--- src/rtl/uart_tx_feeder.sv ---
// Byte FIFO plus launch controller feeding a UART transmitter: bytes queue up from a
// producer and are launched one at a time, paced by the transmitter's busy/done outputs.
module uart_tx_feeder #(
  parameter int DEPTH        = 16,
  parameter int ADDR_W       = 4,
  parameter int BUSY_TIMEOUT = 4
) (
  input  logic              clk,
  input  logic              rst,
  input  logic              wr_en,
  input  logic [7:0]        wr_data,
  input  logic              tx_en,
  input  logic              clr_err,
  input  logic              tx_busy,
  input  logic              tx_done,
  output logic              tx_start,
  output logic [7:0]        tx_data,
  output logic              full,
  output logic              empty,
  output logic [ADDR_W:0]   count,
  output logic              overflow,
  output logic              timeout_err,
  output logic              sending,
  output logic [1:0]        state_dbg
);

  // Handshake: a byte is accepted on every edge where wr_en=1 and full=0 (full acts as
  // the inverse of ready); wr_en=1 with full=1 drops the byte and raises overflow.
  // Downstream, tx_start is a one-cycle strobe qualifying tx_data.

  typedef enum logic [1:0] {
    IDLE      = 2'd0,
    WAIT_BUSY = 2'd1,
    WAIT_DONE = 2'd2
  } state_t;

  localparam int TIMER_W = $clog2(BUSY_TIMEOUT + 1);
  localparam logic [TIMER_W-1:0] TIMER_LAST = TIMER_W'(BUSY_TIMEOUT - 1);
  localparam logic [ADDR_W:0]    COUNT_ONE  = (ADDR_W + 1)'(1);
  localparam logic [ADDR_W:0]    COUNT_FULL = (ADDR_W + 1)'(DEPTH);
  localparam logic [ADDR_W-1:0]  PTR_ONE    = ADDR_W'(1);

  state_t              state;
  state_t              state_nxt;
  logic [7:0]          mem [DEPTH];
  logic [ADDR_W-1:0]   wr_ptr;
  logic [ADDR_W-1:0]   rd_ptr;
  logic [TIMER_W-1:0]  timer;
  logic                launch;
  logic                timer_inc;
  logic                timeout_hit;
  logic                push;
  logic                drop;

  assign full      = (count == COUNT_FULL);
  assign empty     = (count == '0);
  assign sending   = (state != IDLE);
  assign state_dbg = state;

  // Full is judged on the pre-edge count, so a pop in the same cycle does not make room.
  assign push = wr_en && !full;
  assign drop = wr_en && full;

  always_comb begin
    state_nxt   = state;
    launch      = 1'b0;
    timer_inc   = 1'b0;
    timeout_hit = 1'b0;
    case (state)
      IDLE: begin
        if (tx_en && !empty && !tx_busy) begin
          launch    = 1'b1;
          state_nxt = WAIT_BUSY;
        end
      end
      WAIT_BUSY: begin
        if (tx_busy) begin
          state_nxt = WAIT_DONE;
        end else if (timer == TIMER_LAST) begin
          timeout_hit = 1'b1;
          state_nxt   = IDLE;
        end else begin
          timer_inc = 1'b1;
        end
      end
      WAIT_DONE: begin
        // Busy dropping without a done pulse also ends the byte.
        if (tx_done || !tx_busy) state_nxt = IDLE;
      end
      default: state_nxt = IDLE;
    endcase
  end

  always_ff @(posedge clk) begin
    if (rst) begin
      state       <= IDLE;
      wr_ptr      <= '0;
      rd_ptr      <= '0;
      count       <= '0;
      timer       <= '0;
      tx_start    <= 1'b0;
      tx_data     <= 8'h00;
      overflow    <= 1'b0;
      timeout_err <= 1'b0;
    end else begin
      state    <= state_nxt;
      tx_start <= launch;
      if (launch) begin
        tx_data <= mem[rd_ptr];
        rd_ptr  <= rd_ptr + PTR_ONE;
        timer   <= '0;
      end else if (timer_inc) begin
        timer <= timer + TIMER_W'(1);
      end
      if (push) wr_ptr <= wr_ptr + PTR_ONE;
      case ({push, launch})
        2'b10:   count <= count + COUNT_ONE;
        2'b01:   count <= count - COUNT_ONE;
        default: count <= count;
      endcase
      // A new error event outranks a clear in the same cycle.
      if (drop)         overflow <= 1'b1;
      else if (clr_err) overflow <= 1'b0;
      if (timeout_hit)  timeout_err <= 1'b1;
      else if (clr_err) timeout_err <= 1'b0;
    end
  end

  always_ff @(posedge clk) begin
    if (push && !rst) mem[wr_ptr] <= wr_data;
  end

endmodule

--- config.mk ---
export PLATFORM = sky130hd
export DESIGN_NAME = uart_tx_feeder
export DESIGN_NICKNAME = d
export VERILOG_FILES = /design/src/rtl/uart_tx_feeder.sv
export SDC_FILE = /design/constraint.sdc
export NUM_CORES = 1
export LEC_CHECK = 0
export ABC_AREA = 1
export ABC_CLOCK_PERIOD_IN_PS = 2110
export BUFFER_PORTS_ARGS = -buffer_cell sky130_fd_sc_hd__buf_2
export CAP_MARGIN = 30
export CORE_ASPECT_RATIO = 0.7
export CORE_MARGIN = 4
export CORE_UTILIZATION = 55
export DETAILED_ROUTE_END_ITERATION = 16
export PLACE_DENSITY = 0.86
export SLEW_MARGIN = 25
export SYNTH_ARGS = -nofsm -noshare
export SYNTH_HDL_FRONTEND = slang
export SYNTH_SLANG_ARGS = --single-unit
--- constraint.sdc ---
create_clock -name clk -period 2.11 [get_ports clk]
set_input_delay 0.1055 -clock clk [delete_from_list [all_inputs] [get_ports clk]]
set_output_delay 0.1055 -clock clk [all_outputs]
set_load 0.02 [all_outputs]
==> reports/summary.txt <==
root buffer cell -> clkbuf_16
relative slew slack -> 0.541
highest-count cells in the layout ignoring fill and taps -> 217 x nand2_1, 128 x edfxtp_1, 116 x inv_1
Core Rows -> 33
Critical Path Fanout Max -> 5
Top FF cell, synth -> edfxtp_1
ANT nets after route -> 0
Clock Sink Count -> 157
Post-Route WL -> 15,800 um
pwr dens -> 916 nW/um^2
hold path depth -> 4
Leakage -> 3.56 nW
initial antenna violation count -> 0
slowest CP cell -> fa_2
Non-Filler Instances -> 947
Final nets -> 804
pre-CTS WS -> 0.0606 ns
Routability Congestion -> 0.841
Final Hold Violating Endpoints -> 0
Reg-to-Reg Start -> state_dbg[0]$_SDFFE_PP0P_
IO Port Bufs -> 35
Die Width -> 142 um
worst skew pair latency -> 0.43 ns
initial core utilization -> 0.576
Fmax -> 0.507 GHz
first-pass GRT wire length -> 24,900 um
register area -> 4430 sq um
number of max-cap violations -> 0
WP data required -> 2.47 ns
I/O pins -> 36
global route overflow -> 0
depth of the most critical reg-to-reg path -> 12
flop2flop setup slack -> 0.14 ns
worst r2r dst -> count[4]$_SDFFE_PP0P_
Worst path max stage delay -> 0.36 ns
setup skew after layout -> 0.00740 ns
Final Max Tran Viols -> 0
final setup violation count -> 0
Worst Max-Slew Pin Slew -> 0.684 ns
Yosys cell types -> 27
wire length per cell -> 16.7 um
Core ar. -> 12,000 sq um
Die Ht -> 102 um
Synth warnings -> 0
Post-synth EDFFs -> 128
vias in the first global route -> 4,755
Clock Pin Slew Worst Setup and Hold Paths -> 0.06 ns
deepest clock path buffer count -> 2
fraction of registers with async set/reset -> 0
vias per cell -> 5.34
WHS Endpoint -> timeout_err$_SDFFE_PP0P_
Cells after DPL -> 909
Crit. End Element -> register
post-synthesis sequential area ratio -> 0.640
crit start category -> register
WHS -> 0.0218 ns
RSZ-0062 raised after global routing -> no
multi-input logic area -> 1900 sq um
worst path arrival time -> 2.34 ns
Filler Cell Count -> 850
Tot Pwr -> 0.00739 W
hold_sp -> tx_busy
worst hold path class -> input pin to register
DR iter-0 viols -> 551
share of layout cells above drive strength 1 -> 0.144
Mapped Cells -> 713
DP HPWL -> 9570 um
status -> finished, final reports clean
commonest non-fill, non-tap cell in the layout -> nand2_1
crit-path cells -> or2_4 > nor2_2 > nand2_2 > inv_2 > ha_4 > inv_1 > fa_2 > o21ai_1 > nand2_1 > nand2_1 > nand2_1 > a21oi_1
Total GRT Usage -> 0.229
final worst slack -> 0.138 ns
H-tree Lvls -> 4
total negative slack -> 0 ns
mapped cell area -> 6920 sq um
synthesized flop and latch total -> 157
Mapped Nets -> 740
Antenna Cells -> 0
CTS tree -> done
vias after detailed routing -> 5,054
pin count of the biggest net entering global routing -> 67
period utilisation layout -> 0.935
most used cell, CP -> nand2_1
Initial DRT Pass Iterations -> 6
Crit Path Category -> register to register
Syn-to-layout area delta -> 16.6%
clock period minus worst slack -> 1.97 ns
total die area -> 14,500 sq um
TritonCTS Buffers -> 17
syn avg cell area -> 9.70 sq um
Max VDD drop -> 0.000651 V
DRC viols -> 0
-- cells in the mapped netlist (2+ instances only) --
| cell | number | share of area |
|---|---|---|
| nor2_2 | 3 | 0.0027 |
| inv_2 | 4 | 0.0022 |
| nand2_1 | 217 | 0.12 |
| o21ai_0 | 9 | 0.0065 |
| or2_1 | 2 | 0.0018 |
| edfxtp_1 | 128 | 0.56 |
| ha_1 | 11 | 0.020 |
| nand2_2 | 3 | 0.0027 |
| xor2_1 | 4 | 0.0051 |
| inv_1 | 117 | 0.064 |
| nor2_1 | 24 | 0.013 |
| nand4_1 | 2 | 0.0018 |
| dfxtp_1 | 29 | 0.084 |
| clkbuf_1 | 4 | 0.0022 |
| a21oi_1 | 16 | 0.012 |
| buf_2 | 13 | 0.0094 |
| nand3_1 | 107 | 0.077 |
| buf_4 | 9 | 0.0098 |
| clkinv_1 | 3 | 0.0016 |
-- cell type report --
cell class,instances,share of cell area
sequential,157,0.549
multi-input combinational,405,0.235
timing repair buffer,72,0.0611
inverter,124,0.0577
clock buffer,19,0.0549
tap,157,0.0244
clock inverter,13,0.0177
-- critical path: cells and delay by family (launching register included) --
family / cells / cell delay [ns]
adders and majority gates: 2 / 0.55
AOI/OAI and AO/OA: 2 / 0.27
buffers and inverters: 2 / 0.15
DFF: 1 / 0.33
and+or+nand+nor: 6 / 0.61
-- routing by layer --
metal,vias up,GRT usage,part of all wire
li1,2420,-,-
met1,2348,0.322,0.42
met2,258,0.358,0.46
met3,28,0.0594,0.099
met4,0,0.0656,0.016
met5,-,0,0
-- timing repair --
| action | 4_1_cts | 5_1_grt |
|---|---|---|
| resized for setup | 0 | 6 |
| hold endpoints to repair | 3 | 0 |
| setup endpoints to repair | 0 | 3 |
| buffers inserted | 0 | 0 |
| hold buffers | 6 | 0 |
-- where the power goes --
group	switching (W)	internal [W]	total (W)	leakage, nW
clock network	0.00124	0.00178	0.00301	0.285
logic	0.000612	0.000292	0.000905	1.89
registers	0.0000511	0.00342	0.00347	1.39
total	0.00190	0.00549	0.00739	3.56
-- sequential cells by signal, indices dropped and copies added (netlist names) --
signal	flops
count	5
mem	128
overflow	1
rd_ptr	4
state_dbg	2
timeout_err	1
timer	3
tx_data	8
tx_start	1
wr_ptr	4
-- how the worst max path moves through the flow --
stage | start | endpoint | slack, ns
2_1_floorplan | state_dbg[0]$_SDFFE_PP0P_ | count[4]$_SDFFE_PP0P_ | 0.0005
3_3_place_gp | state_dbg[0]$_SDFFE_PP0P_ | count[4]$_SDFFE_PP0P_ | 0.11
3_5_place_dp | state_dbg[0]$_SDFFE_PP0P_ | count[4]$_SDFFE_PP0P_ | 0.06
4_1_cts | state_dbg[0]$_SDFFE_PP0P_ | count[4]$_SDFFE_PP0P_ | 0.04
5_1_grt | state_dbg[0]$_SDFFE_PP0P_ | count[4]$_SDFFE_PP0P_ | 0.003
6_report | state_dbg[0]$_SDFFE_PP0P_ | count[4]$_SDFFE_PP0P_ | 0.14
-- cell families (layout without fill, tap and decap cells) --
logic type / count (synthesis) / in the layout / share of synthesized area
and+or+nand+nor: 360 / 360 / 0.220
DFF: 157 / 157 / 0.640
buffers and inverters: 151 / 228 / 0.0903
AOI/OAI and AO/OA: 28 / 28 / 0.0212
adders and majority gates: 12 / 12 / 0.0228
xor gates and xnor gates: 5 / 5 / 0.00633
-- through the flow --
step | cell area [sq um] | util
after floorplan | 6920 | -
after global placement | 7390 | 0.615
after detailed placement | 7390 | 0.615
after CTS | 8040 | 0.669
after global routing | 8060 | 0.671
final | 8060 | 0.671
Note: power is estimated with default switching activity, not from simulation.
